`config.mk`:
```
export PLATFORM = sky130hd
export DESIGN_NAME = mdu_div_iter
export DESIGN_NICKNAME = d
export VERILOG_FILES = /design/src/rtl/mdu_div_iter.sv
export SDC_FILE = /design/constraint.sdc
export NUM_CORES = 1
export LEC_CHECK = 0
export BUFFER_PORTS_ARGS = -buffer_cell sky130_fd_sc_hd__buf_2
export CAP_MARGIN = 10
export CORE_ASPECT_RATIO = 1.1
export CORE_MARGIN = 2
export CORE_UTILIZATION = 59
export CTS_CLUSTER_DIAMETER = 150
export DETAILED_ROUTE_END_ITERATION = 6
export PLACE_DENSITY_LB_ADDON = 0.15
export RECOVER_POWER = 50
export SLEW_MARGIN = 0
export SYNTH_ARGS = -nofsm -noshare
export SYNTH_HDL_FRONTEND = slang
export SYNTH_SLANG_ARGS = --single-unit
```
`constraint.sdc`:
```
create_clock -name clk -period 6.9 [get_ports clk]
set_clock_uncertainty 0.2 [all_clocks]
set_input_delay 1.035 -clock clk [delete_from_list [all_inputs] [get_ports clk]]
set_output_delay 1.035 -clock clk [all_outputs]
set_load 0.005 [all_outputs]
```
`src/rtl/mdu_div_iter.sv`:
```
// mdu_div_iter -- iterative restoring radix-2 integer divider for the MDU.
//
// Accepts one DIV/DIVU/MOD/MODU request per valid/ready handshake, runs one
// quotient bit per cycle and returns the quotient or remainder together with
// the ROB tag through a valid/ready output. Divide-by-zero and signed
// overflow finish one cycle after accept. flush kills any held or in-flight op.
//
// Optional build macro: MDU_DIV_EARLY_OUT_EN
//   defined   : leading zeros of |dividend| are skipped, so the loop runs
//               max(1, XLEN - lzc) iterations (results unchanged)
//   undefined : the loop always runs XLEN iterations, no leading-zero counter
//
// Parameters:
//   XLEN   operand/result width (>= 8)
//   TAG_W  ROB tag width
//
// Ports:
//   clk      in   clock, rising edge
//   rst      in   synchronous active-high reset
//   flush    in   pipeline flush, returns to IDLE and drops any op
//   valid_i  in   request valid
//   ready_o  out  request ready (1 in IDLE, ready_i in DONE, 0 in CALC)
//   op_i     in   0=DIV 1=DIVU 2=MOD 3=MODU
//   tag_i    in   ROB tag of request
//   num0_i   in   dividend
//   num1_i   in   divisor
//   valid_o  out  result valid
//   ready_i  in   consumer ready
//   data_o   out  quotient or remainder
//   tag_o    out  tag of result
module mdu_div_iter #(
  parameter int XLEN  = 32,
  parameter int TAG_W = 6
) (
  input  logic             clk,
  input  logic             rst,
  input  logic             flush,
  input  logic             valid_i,
  output logic             ready_o,
  input  logic [1:0]       op_i,
  input  logic [TAG_W-1:0] tag_i,
  input  logic [XLEN-1:0]  num0_i,
  input  logic [XLEN-1:0]  num1_i,
  output logic             valid_o,
  input  logic             ready_i,
  output logic [XLEN-1:0]  data_o,
  output logic [TAG_W-1:0] tag_o
);

  localparam int CNT_W = $clog2(XLEN + 1);

  typedef enum logic [1:0] {
    IDLE = 2'd0,
    CALC = 2'd1,
    DONE = 2'd2
  } state_t;

  // Two's complement negation.
  function automatic logic [XLEN-1:0] twos_neg(input logic [XLEN-1:0] x);
    return (~x) + {{(XLEN-1){1'b0}}, 1'b1};
  endfunction

`ifdef MDU_DIV_EARLY_OUT_EN
  // Number of leading zero bits; XLEN for a zero operand.
  function automatic logic [CNT_W-1:0] lzc(input logic [XLEN-1:0] x);
    logic [CNT_W-1:0] n;
    logic             found;
    n     = {CNT_W{1'b0}};
    found = 1'b0;
    for (int i = XLEN - 1; i >= 0; i--) begin
      if (!found && !x[i]) begin
        n = n + CNT_W'(1);
      end else begin
        found = 1'b1;
      end
    end
    return n;
  endfunction
`endif

  // State and datapath registers
  state_t            state_r;
  state_t            state_nxt_s;
  logic              valid_r;
  logic [TAG_W-1:0]  tag_r;
  logic [XLEN-1:0]   data_r;
  logic [XLEN:0]     partial_r;   // partial remainder
  logic [XLEN-1:0]   dividend_r;  // dividend bits out at the top, quotient bits in at the bottom
  logic [XLEN-1:0]   divisor_r;   // |divisor|
  logic [CNT_W-1:0]  cnt_r;
  logic              q_neg_r;
  logic              r_neg_r;
  logic              is_mod_r;

  // Request-side combinational signals
  logic              accept_s;
  logic              ready_s;
  logic              a_neg_s;
  logic              b_neg_s;
  logic [XLEN-1:0]   abs_a_s;
  logic [XLEN-1:0]   abs_b_s;
  logic              div_zero_s;
  logic              ovf_s;
  logic              special_s;
  logic [XLEN-1:0]   special_res_s;
  logic [XLEN-1:0]   start_dividend_s;
  logic [CNT_W-1:0]  iter_s;

  // Iteration-side combinational signals
  logic [XLEN:0]     pshift_s;
  logic [XLEN+1:0]   diff_s;
  logic              ge_s;
  logic [XLEN:0]     pnext_s;
  logic [XLEN-1:0]   qnext_s;
  logic [XLEN-1:0]   fin_q_s;
  logic [XLEN-1:0]   fin_r_s;
  logic [XLEN-1:0]   result_s;

`ifdef MDU_DIV_EARLY_OUT_EN
  logic [CNT_W-1:0]  lz_s;
`endif

  // Operand preparation at accept: signs, magnitudes, special cases, loop length
  always_comb begin
    a_neg_s       = ~op_i[0] & num0_i[XLEN-1];
    b_neg_s       = ~op_i[0] & num1_i[XLEN-1];
    abs_a_s       = a_neg_s ? twos_neg(num0_i) : num0_i;
    abs_b_s       = b_neg_s ? twos_neg(num1_i) : num1_i;
    div_zero_s    = (num1_i == {XLEN{1'b0}});
    ovf_s         = ~op_i[0] & (num0_i == {1'b1, {(XLEN-1){1'b0}}}) &
                    (num1_i == {XLEN{1'b1}});
    special_s     = div_zero_s | ovf_s;
    special_res_s = {XLEN{1'b0}};
    if (div_zero_s) begin
      // x/0: quotient all ones, remainder is the raw dividend
      special_res_s = op_i[1] ? num0_i : {XLEN{1'b1}};
    end else if (ovf_s) begin
      // MIN/-1: quotient wraps to MIN, remainder is zero
      special_res_s = op_i[1] ? {XLEN{1'b0}} : num0_i;
    end else begin
      special_res_s = {XLEN{1'b0}};
    end
`ifdef MDU_DIV_EARLY_OUT_EN
    lz_s = lzc(abs_a_s);
    // Skip the leading zeros; a zero dividend still runs one iteration
    if (lz_s == CNT_W'(XLEN)) begin
      iter_s = CNT_W'(1);
    end else begin
      iter_s = CNT_W'(XLEN) - lz_s;
    end
    start_dividend_s = abs_a_s << lz_s;
`else
    iter_s           = CNT_W'(XLEN);
    start_dividend_s = abs_a_s;
`endif
  end

  // One restoring step plus sign correction of the final step's result
  always_comb begin
    pshift_s = {partial_r[XLEN-1:0], dividend_r[XLEN-1]};
    diff_s   = {1'b0, pshift_s} - {2'b00, divisor_r};
    // A set top partial bit already exceeds any XLEN-bit divisor
    ge_s     = ~diff_s[XLEN+1] | partial_r[XLEN];
    if (ge_s) begin
      pnext_s = diff_s[XLEN:0];
    end else begin
      pnext_s = pshift_s;
    end
    qnext_s  = {dividend_r[XLEN-2:0], ge_s};
    fin_q_s  = q_neg_r ? twos_neg(qnext_s) : qnext_s;
    fin_r_s  = r_neg_r ? twos_neg(pnext_s[XLEN-1:0]) : pnext_s[XLEN-1:0];
    result_s = is_mod_r ? fin_r_s : fin_q_s;
  end

  // Next-state, accept and ready decode
  always_comb begin
    state_nxt_s = state_r;
    accept_s    = 1'b0;
    ready_s     = 1'b0;
    case (state_r)
      IDLE: begin
        ready_s = 1'b1;
        if (valid_i) begin
          accept_s    = 1'b1;
          state_nxt_s = special_s ? DONE : CALC;
        end else begin
          state_nxt_s = IDLE;
        end
      end
      CALC: begin
        ready_s = 1'b0;
        if (cnt_r == CNT_W'(1)) begin
          state_nxt_s = DONE;
        end else begin
          state_nxt_s = CALC;
        end
      end
      DONE: begin
        // Result retires on ready_i; a waiting request is taken in the same cycle
        ready_s = ready_i;
        if (ready_i) begin
          if (valid_i) begin
            accept_s    = 1'b1;
            state_nxt_s = special_s ? DONE : CALC;
          end else begin
            state_nxt_s = IDLE;
          end
        end else begin
          state_nxt_s = DONE;
        end
      end
      default: begin
        ready_s     = 1'b0;
        state_nxt_s = IDLE;
      end
    endcase
    // flush overrides everything; ready_o stays as decoded but nothing is captured
    if (flush) begin
      state_nxt_s = IDLE;
      accept_s    = 1'b0;
    end else begin
      accept_s    = accept_s;
    end
  end

  // State register
  always_ff @(posedge clk) begin
    if (rst) begin
      state_r <= IDLE;
    end else begin
      state_r <= state_nxt_s;
    end
  end

  // Datapath registers: operand capture, iteration, result and valid
  always_ff @(posedge clk) begin
    if (rst) begin
      valid_r    <= 1'b0;
      tag_r      <= {TAG_W{1'b0}};
      data_r     <= {XLEN{1'b0}};
      partial_r  <= {(XLEN+1){1'b0}};
      dividend_r <= {XLEN{1'b0}};
      divisor_r  <= {XLEN{1'b0}};
      cnt_r      <= {CNT_W{1'b0}};
      q_neg_r    <= 1'b0;
      r_neg_r    <= 1'b0;
      is_mod_r   <= 1'b0;
    end else begin
      valid_r <= (state_nxt_s == DONE);
      if (accept_s) begin
        tag_r      <= tag_i;
        q_neg_r    <= a_neg_s ^ b_neg_s;
        r_neg_r    <= a_neg_s;
        is_mod_r   <= op_i[1];
        divisor_r  <= abs_b_s;
        dividend_r <= start_dividend_s;
        partial_r  <= {(XLEN+1){1'b0}};
        cnt_r      <= iter_s;
        if (special_s) begin
          data_r <= special_res_s;
        end else begin
          data_r <= data_r;
        end
      end else if (state_r == CALC) begin
        partial_r  <= pnext_s;
        dividend_r <= qnext_s;
        cnt_r      <= cnt_r - CNT_W'(1);
        if (cnt_r == CNT_W'(1)) begin
          data_r <= result_s;
        end else begin
          data_r <= data_r;
        end
      end else begin
        data_r <= data_r;
      end
    end
  end

  assign ready_o = ready_s;
  assign valid_o = valid_r;
  assign data_o  = data_r;
  assign tag_o   = tag_r;

endmodule
```
==> flow_summary.yaml, run 1 <==
clock_network:
  cts.sinks: 147
  clkTransAtPathRegs_ns: 0.07
  cts_setup_buffers: 0
  numCtsBuffers: 17
  clockBufferDepth: 2
  cts_root_buf: "clkbuf_16"
  cts_tree: "built"
  ctsHtreeMaxLevel: 4
  cts_hold_buf: 0
  ctsResizeCount: 0
  clock_latency_ns: 0.44
cells_and_area:
  final.fill_count: 1793
  ff_latch_area_um2: 2940
  nNetsFinal: 1814
  syn_to_final_growth_pct: 9.09
  final_layout_size_suffix_gt1_frac: 0.112
  multi_input_area_um2: 8500
  n_antenna_cell: 0
  final_util: 0.660
global_route:
  grt_max_degree: 83
  grt_pass1_wl_mm: 65.4
  grt_pass1_vias: 12200
  antenna_found_initial: 0
  grt-ovfl-total: 0
  grt.total_usage: 0.378
routing:
  vias: 13100
  dr.pass1.iters: 7
  detail_route.wl_per_cell_um: 20.8
  wirelength_mm: 40.9
  drc: 0
  avgViaCountPerCell: 6.66
  drtAntennaViolNets: 0
  drtIter0Drc: 1268
die:
  dieArea_um2: 21700
  ios: 117
  rows: 54
  start_util: 0.605
  die_w_um: 141
  core_um2: 20000
  die_h_um: 154
worst_setup_path:
  crit_type: "in -> reg"
  reg2reg_setup_slack_ns: 0.74
  r2r_cells: 9
  rr_endpoint: "data_o[29]$_SDFFE_PP0P_"
  worst_ep_arrival_time_ns: 6.53
  critPathLaunchType: "input pin"
  crit_path_max_fanout: 76
  cp-end-kind: "flop"
  required_ns: 7.07
  reg2reg_from: "state_r[1]$_SDFF_PP0_"
logic_synthesis:
  synthDominantCellAreaShare: 0.243
  ys_ff_latch: 147
  synthArstFlopShare: 0
  synth_top_area_cell: "dfxtp_1"
  yosysSeqAreaShare: 0.243
  syn_area_um2: 12100
  avgSynthCellArea_um2: 7.32
  syn_inst: 1653
  synthTopCellsByArea: "dfxtp_1 (24%), nor2_1 (7.9%), nand2_1 (5.3%)"
  ys_warn_count: 0
  synth_nets: 1770
  synth-edff-count: 0
  yosysMostFrequentCell: "nor2_1"
  ys_types: 101
  synth_ff_type: "dfxtp_1"
  yosys-top-cells-count: "nor2_1 (256), nand2_1 (170), dfxtp_1 (147)"
status:
  status: "finished, violations left"
  violations: "capacitance limit, slew limit"
placement:
  gp_congestion: 1.00
  place_ws_ns: 1.12
  post-dp-hpwl_mm: 30.3
  port_buffers: 116
run:
  cap_violations: 2
sta:
  hold_viol_final: 0
  rsz0062_at_grt: "no"
  timing.hold.ws_ns: 0.254
  finalCriticalPeriod_ns: 6.37
  fin_crit_sh: 0.923
  slew_headroom: -1.51
  tns_ns: 0
  setup_ws_ns: 0.534
  slew_viol_final: 119
  setup_viol: 0
  clock.fmax_mhz: 157
  worst-slew-pin-transition_ns: 3.77
pwr:
  p_total_uw: 3170
  vdd_drop_max_v: 0.000214
  power_frac_comb: 0.400
  internal-power_uw: 1830
  p_sw_uw: 1340
  seq_power_share: 0.298
  swShare: 0.423
  powerDensity_nw_per_um2: 240
  p_leak_uw: 0.00491
  pwr-share-clk: 0.302
hold_path:
  hold_end: "tag_o[4]$_SDFFE_PP0P_"
  whs_path_depth: 2
  hold_start: "tag_o[4]$_SDFFE_PP0P_"
  hold_class: "reg -> reg"
## state kept, by name, indices dropped and copies added, names as in the netlist
| signal | count |
|---|---|
| cnt_r | 6 |
| data_o | 32 |
| dividend_r | 32 |
| divisor_r | 32 |
| is_mod_r | 1 |
| partial_r | 33 |
| q_neg_r | 1 |
| r_neg_r | 1 |
| state_r | 2 |
| tag_o | 6 |
| valid_o | 1 |
## worst max-delay path by stage
stage | slack [ns] | start | cells after the start | endpoint
2_1_floorplan | 2.12 | partial_r[5]$_SDFFE_PP0P_ | 23 | data_o[30]$_SDFFE_PP0P_
3_3_place_gp | 1.31 | partial_r[3]$_SDFFE_PP0P_ | 20 | data_o[30]$_SDFFE_PP0P_
3_5_place_dp | 1.12 | partial_r[11]$_SDFFE_PP0P_ | 20 | data_o[30]$_SDFFE_PP0P_
4_1_cts | 1.07 | divisor_r[10]$_SDFFE_PP0P_ | 21 | data_o[30]$_SDFFE_PP0P_
5_1_grt | 0.26 | ready_i | 10 | data_o[29]$_SDFFE_PP0P_
6_report | 0.53 | ready_i | 10 | data_o[29]$_SDFFE_PP0P_
## power groups by stage
stage / Combinational [uW] / Sequential, uW / Clock [uW]
2_1_floorplan: 923 / 943 / 0
3_3_place_gp: 1210 / 958 / 0
3_5_place_dp: 1220 / 959 / 0
4_1_cts: 1230 / 940 / 954
5_1_grt: 1370 / 947 / 996
6_report: 1270 / 942 / 956
## worst max-delay path, cell delays in order
cell,delay [ns]
buf_2,0.07
nor2b_1,0.04
nor2_1,0.14
nand2_1,0.14
nor2_4,0.10
clkbuf_1,2.64
o21ai_1,1.25
o221ai_1,0.83
a22oi_1,0.17
o21ai_0,0.10
## placed cells by master, fill, tap and decap left out, types with 9 or more instances in the layout
master / netlist / routed
o22ai_1: 10 / 10
a311oi_1: 33 / 33
o41ai_1: 14 / 14
o211ai_1: 11 / 11
or4_1: 9 / 9
nor2_1: 256 / 255
nand2b_1: 18 / 17
nand2_1: 170 / 170
o31ai_1: 21 / 21
o21ai_0: 85 / 85
o221ai_1: 13 / 13
inv_1: 52 / 52
nand4_1: 21 / 21
clkbuf_16: 0 / 17
or3_1: 13 / 13
buf_2: 25 / 91
nor2b_1: 11 / 10
mux2i_1: 21 / 21
buf_4: 2 / 12
a31oi_1: 17 / 17
a211oi_1: 66 / 66
nor4_1: 22 / 22
clkbuf_1: 63 / 25
a21oi_1: 117 / 117
nor3_1: 64 / 64
dfxtp_1: 147 / 147
and3_1: 14 / 14
xor2_1: 60 / 60
ha_1: 39 / 39
nand3_1: 19 / 19
xnor2_1: 64 / 64
## cell type report
| type | count | area share |
|---|---|---|
| multi-input cells | 1348 | 0.644 |
| flip-flops and latches | 147 | 0.223 |
| repair buffers | 129 | 0.0488 |
| clock buffers | 17 | 0.0322 |
| well taps | 252 | 0.0239 |
| inverters | 54 | 0.0156 |
| clock inverters | 15 | 0.0120 |
## layer usage
layer / wire [um] / part of all wire / GRT usage
met1: 16400 / 0.40 / 0.485
met2: 18300 / 0.45 / 0.600
met3: 3580 / 0.087 / 0.0651
met4: 2530 / 0.062 / 0.216
met5: 0 / 0 / 0
## per-stage QoR
step,instances,area [um^2]
floorplan,1653,12100
detailed placement,1930,12600
global placement,1930,12600
CTS,1962,13200
global route,1962,13200
finish,1962,13200
## kinds of logic (layout without fill, tap and decap cells)
| logic type | Yosys count | after routing | synth area share |
|---|---|---|---|
| AOI/OAI and AO/OA | 489 | 489 | 0.284 |
| buffers and inverters | 158 | 215 | 0.0559 |
| DFF | 147 | 147 | 0.243 |
| adders and majority gates | 40 | 40 | 0.0420 |
| and+or+nand+nor | 668 | 668 | 0.261 |
| muxes | 27 | 27 | 0.0233 |
| xor gates and xnor gates | 124 | 124 | 0.0898 |
Power figures use the tool's default switching activity.
==> run 2: changes to the inputs <==
--- a/config.mk
+++ b/config.mk
@@ -8,8 +8,8 @@
 export BUFFER_PORTS_ARGS = -buffer_cell sky130_fd_sc_hd__buf_2
 export CAP_MARGIN = 10
 export CORE_ASPECT_RATIO = 1.1
-export CORE_MARGIN = 2
-export CORE_UTILIZATION = 59
+export CORE_MARGIN = 4
+export CORE_UTILIZATION = 40
 export CTS_CLUSTER_DIAMETER = 150
 export DETAILED_ROUTE_END_ITERATION = 6
 export PLACE_DENSITY_LB_ADDON = 0.15
==> run 2 against run 1 <==
Compared with the run above: the run still ends with capacitance limit, slew limit left; non-clock buffer count is 3 higher; design area rose by 1.3%; fmax increased by 9.1%; critical endpoint is now data_o[24]$_SDFFE_PP0P_.
==> flow_summary.yaml, run 2 (same netlist as run 1, synthesis figures left out) <==
status:
  status: "finished, violations left"
  violations: "capacitance limit, slew limit"
pwr:
  vdd_drop_max_v: 0.000131
  powerDensity_nw_per_um2: 240
  p_leak_uw: 0.00492
hold_path:
  hold_class: "reg -> reg"
  hold_start: "tag_o[4]$_SDFFE_PP0P_"
global_route:
  grt_max_degree: 88
  grt_pass1_vias: 12000
  grt_util_met2: 0.427
  antenna_found_initial: 0
  met1_usage: 0.358
  grt.total_usage: 0.261
  grt.busiest_layer: "met2"
  grt-ovfl-total: 0
  grtUsageMet3: 0.0347
  grt_pass1_wl_mm: 69.2
die:
  die_h_um: 190
  core_um2: 29700
  die_w_um: 174
  ios: 117
  dieArea_um2: 33100
  start_util: 0.407
  rows: 66
sta:
  hold_viol_final: 0
  slew_viol_final: 149
  clock.fmax_mhz: 171
  worst-slew-pin-transition_ns: 3.54
  fin_crit_sh: 0.846
  finalCriticalPeriod_ns: 5.84
  rsz0062_at_grt: "no"
  setup_viol: 0
  slew_headroom: -1.36
  tns_ns: 0
clock_network:
  numCtsBuffers: 17
  cts_hold_buf: 0
  ctsHtreeMaxLevel: 4
  clockBufferDepth: 2
  cts_tree: "built"
  cts_setup_buffers: 0
  clkTransAtPathRegs_ns: 0.07
  cts_root_buf: "clkbuf_16"
  cts.sinks: 147
  ctsResizeCount: 0
  clock_latency_ns: 0.45
cells_and_area:
  final_layout_size_suffix_gt1_frac: 0.112
  syn_to_final_growth_pct: 10.6
  largest_register: "partial_r"
  largest_reg_flops: 33
  final_common_cell: "nor2_1"
  final_util: 0.450
  n_antenna_cell: 0
  final_cell_mix: "nor2_1 (255), nand2_1 (170), dfxtp_1 (147), a21oi_1 (117), buf_2 (90)"
  nNetsFinal: 1817
routing:
  dr.pass1.iters: 5
  drtAntennaViolNets: 0
  avgViaCountPerCell: 6.18
  detail_route.wl_per_cell_um: 21.4
  drc: 0
  wirelength_mm: 44.6
  vias: 12900
  drtIter0Drc: 1368
worst_setup_path:
  required_ns: 6.89
  crit_type: "reg -> reg"
  cp-end-kind: "flop"
  crit_path_max_fanout: 37
  startpoint: "partial_r[10]$_SDFFE_PP0P_"
  worst_ep_arrival_time_ns: 5.82
  reg2reg_from: "partial_r[10]$_SDFFE_PP0P_"
  critPathLaunchType: "flop"
placement:
  port_buffers: 116
  post-dp-hpwl_mm: 33.3
  gp_congestion: 0.913
run:
  cap_violations: 3
run 2: final timing paths:
| path | cells after the start | slack (ns) | end |
|---|---|---|---|
| worst max register to register | 20 | 1.06 | data_o[24]$_SDFFE_PP0P_ |
| worst max-delay path | 20 | 1.06 | data_o[24]$_SDFFE_PP0P_ |
| worst min register to register | 2 | 0.26 | tag_o[4]$_SDFFE_PP0P_ |
| worst min-delay path | 2 | 0.26 | tag_o[4]$_SDFFE_PP0P_ |
run 2: power by group:
part           internal, uW  total, uW  leakage (uW)  switching, uW
clock network           515        969      0.000286            454
logic                   424       1290       0.00344            869
registers               893        942       0.00120           49.1
run 2: routing by layer:
layer | wire [um] | vias to the layer above
met1 | 20000 | 6239
met4 | 1290 | 0
met2 | 20800 | 453
met3 | 2530 | 64
met5 | 0 | -
li1 | - | 6146
run 2: cell type report:
class,count,area [um^2]
multi-input combinational,1348,8500
inverter,54,205
clock inverter,15,159
fill,3120,16400
timing repair buffer,132,668
tap,374,468
sequential,147,2940
clock buffer,17,425
run 2: metrics by stage:
stage                     instances  hold slack, ns  total power (uW)  instance area (um^2)  setup WS, ns
final                          2087           0.255              3200                 13400          1.06
after floorplan                1653           0.240              1870                 12100          2.12
after CTS                      2087           0.258              3190                 13400          1.30
after global routing           2087           0.284              3360                 13400         0.619
after detailed placement       2055           0.247              2220                 12800          1.32
after global placement         2055           0.243              2220                 12800          1.49
run 2: worst max-delay path, stage by stage (launching register included):
cell and delay, ns:
dfxtp_1 0.37, ha_1 0.48, nand2_1 0.12, o21ai_0 0.50, a21oi_1 0.25, a311o_4 0.44
nand2_4 0.42, nand2_1 0.10, a21boi_1 0.17, inv_1 0.08, ha_1 0.18, inv_1 0.07
nor4b_1 0.62, nand2_1 0.19, nor3_1 0.19, a41oi_1 0.14, a21oi_1 0.26, nand4_1 0.23
mux2i_1 0.20, a221oi_1 0.28, nor3_1 0.07
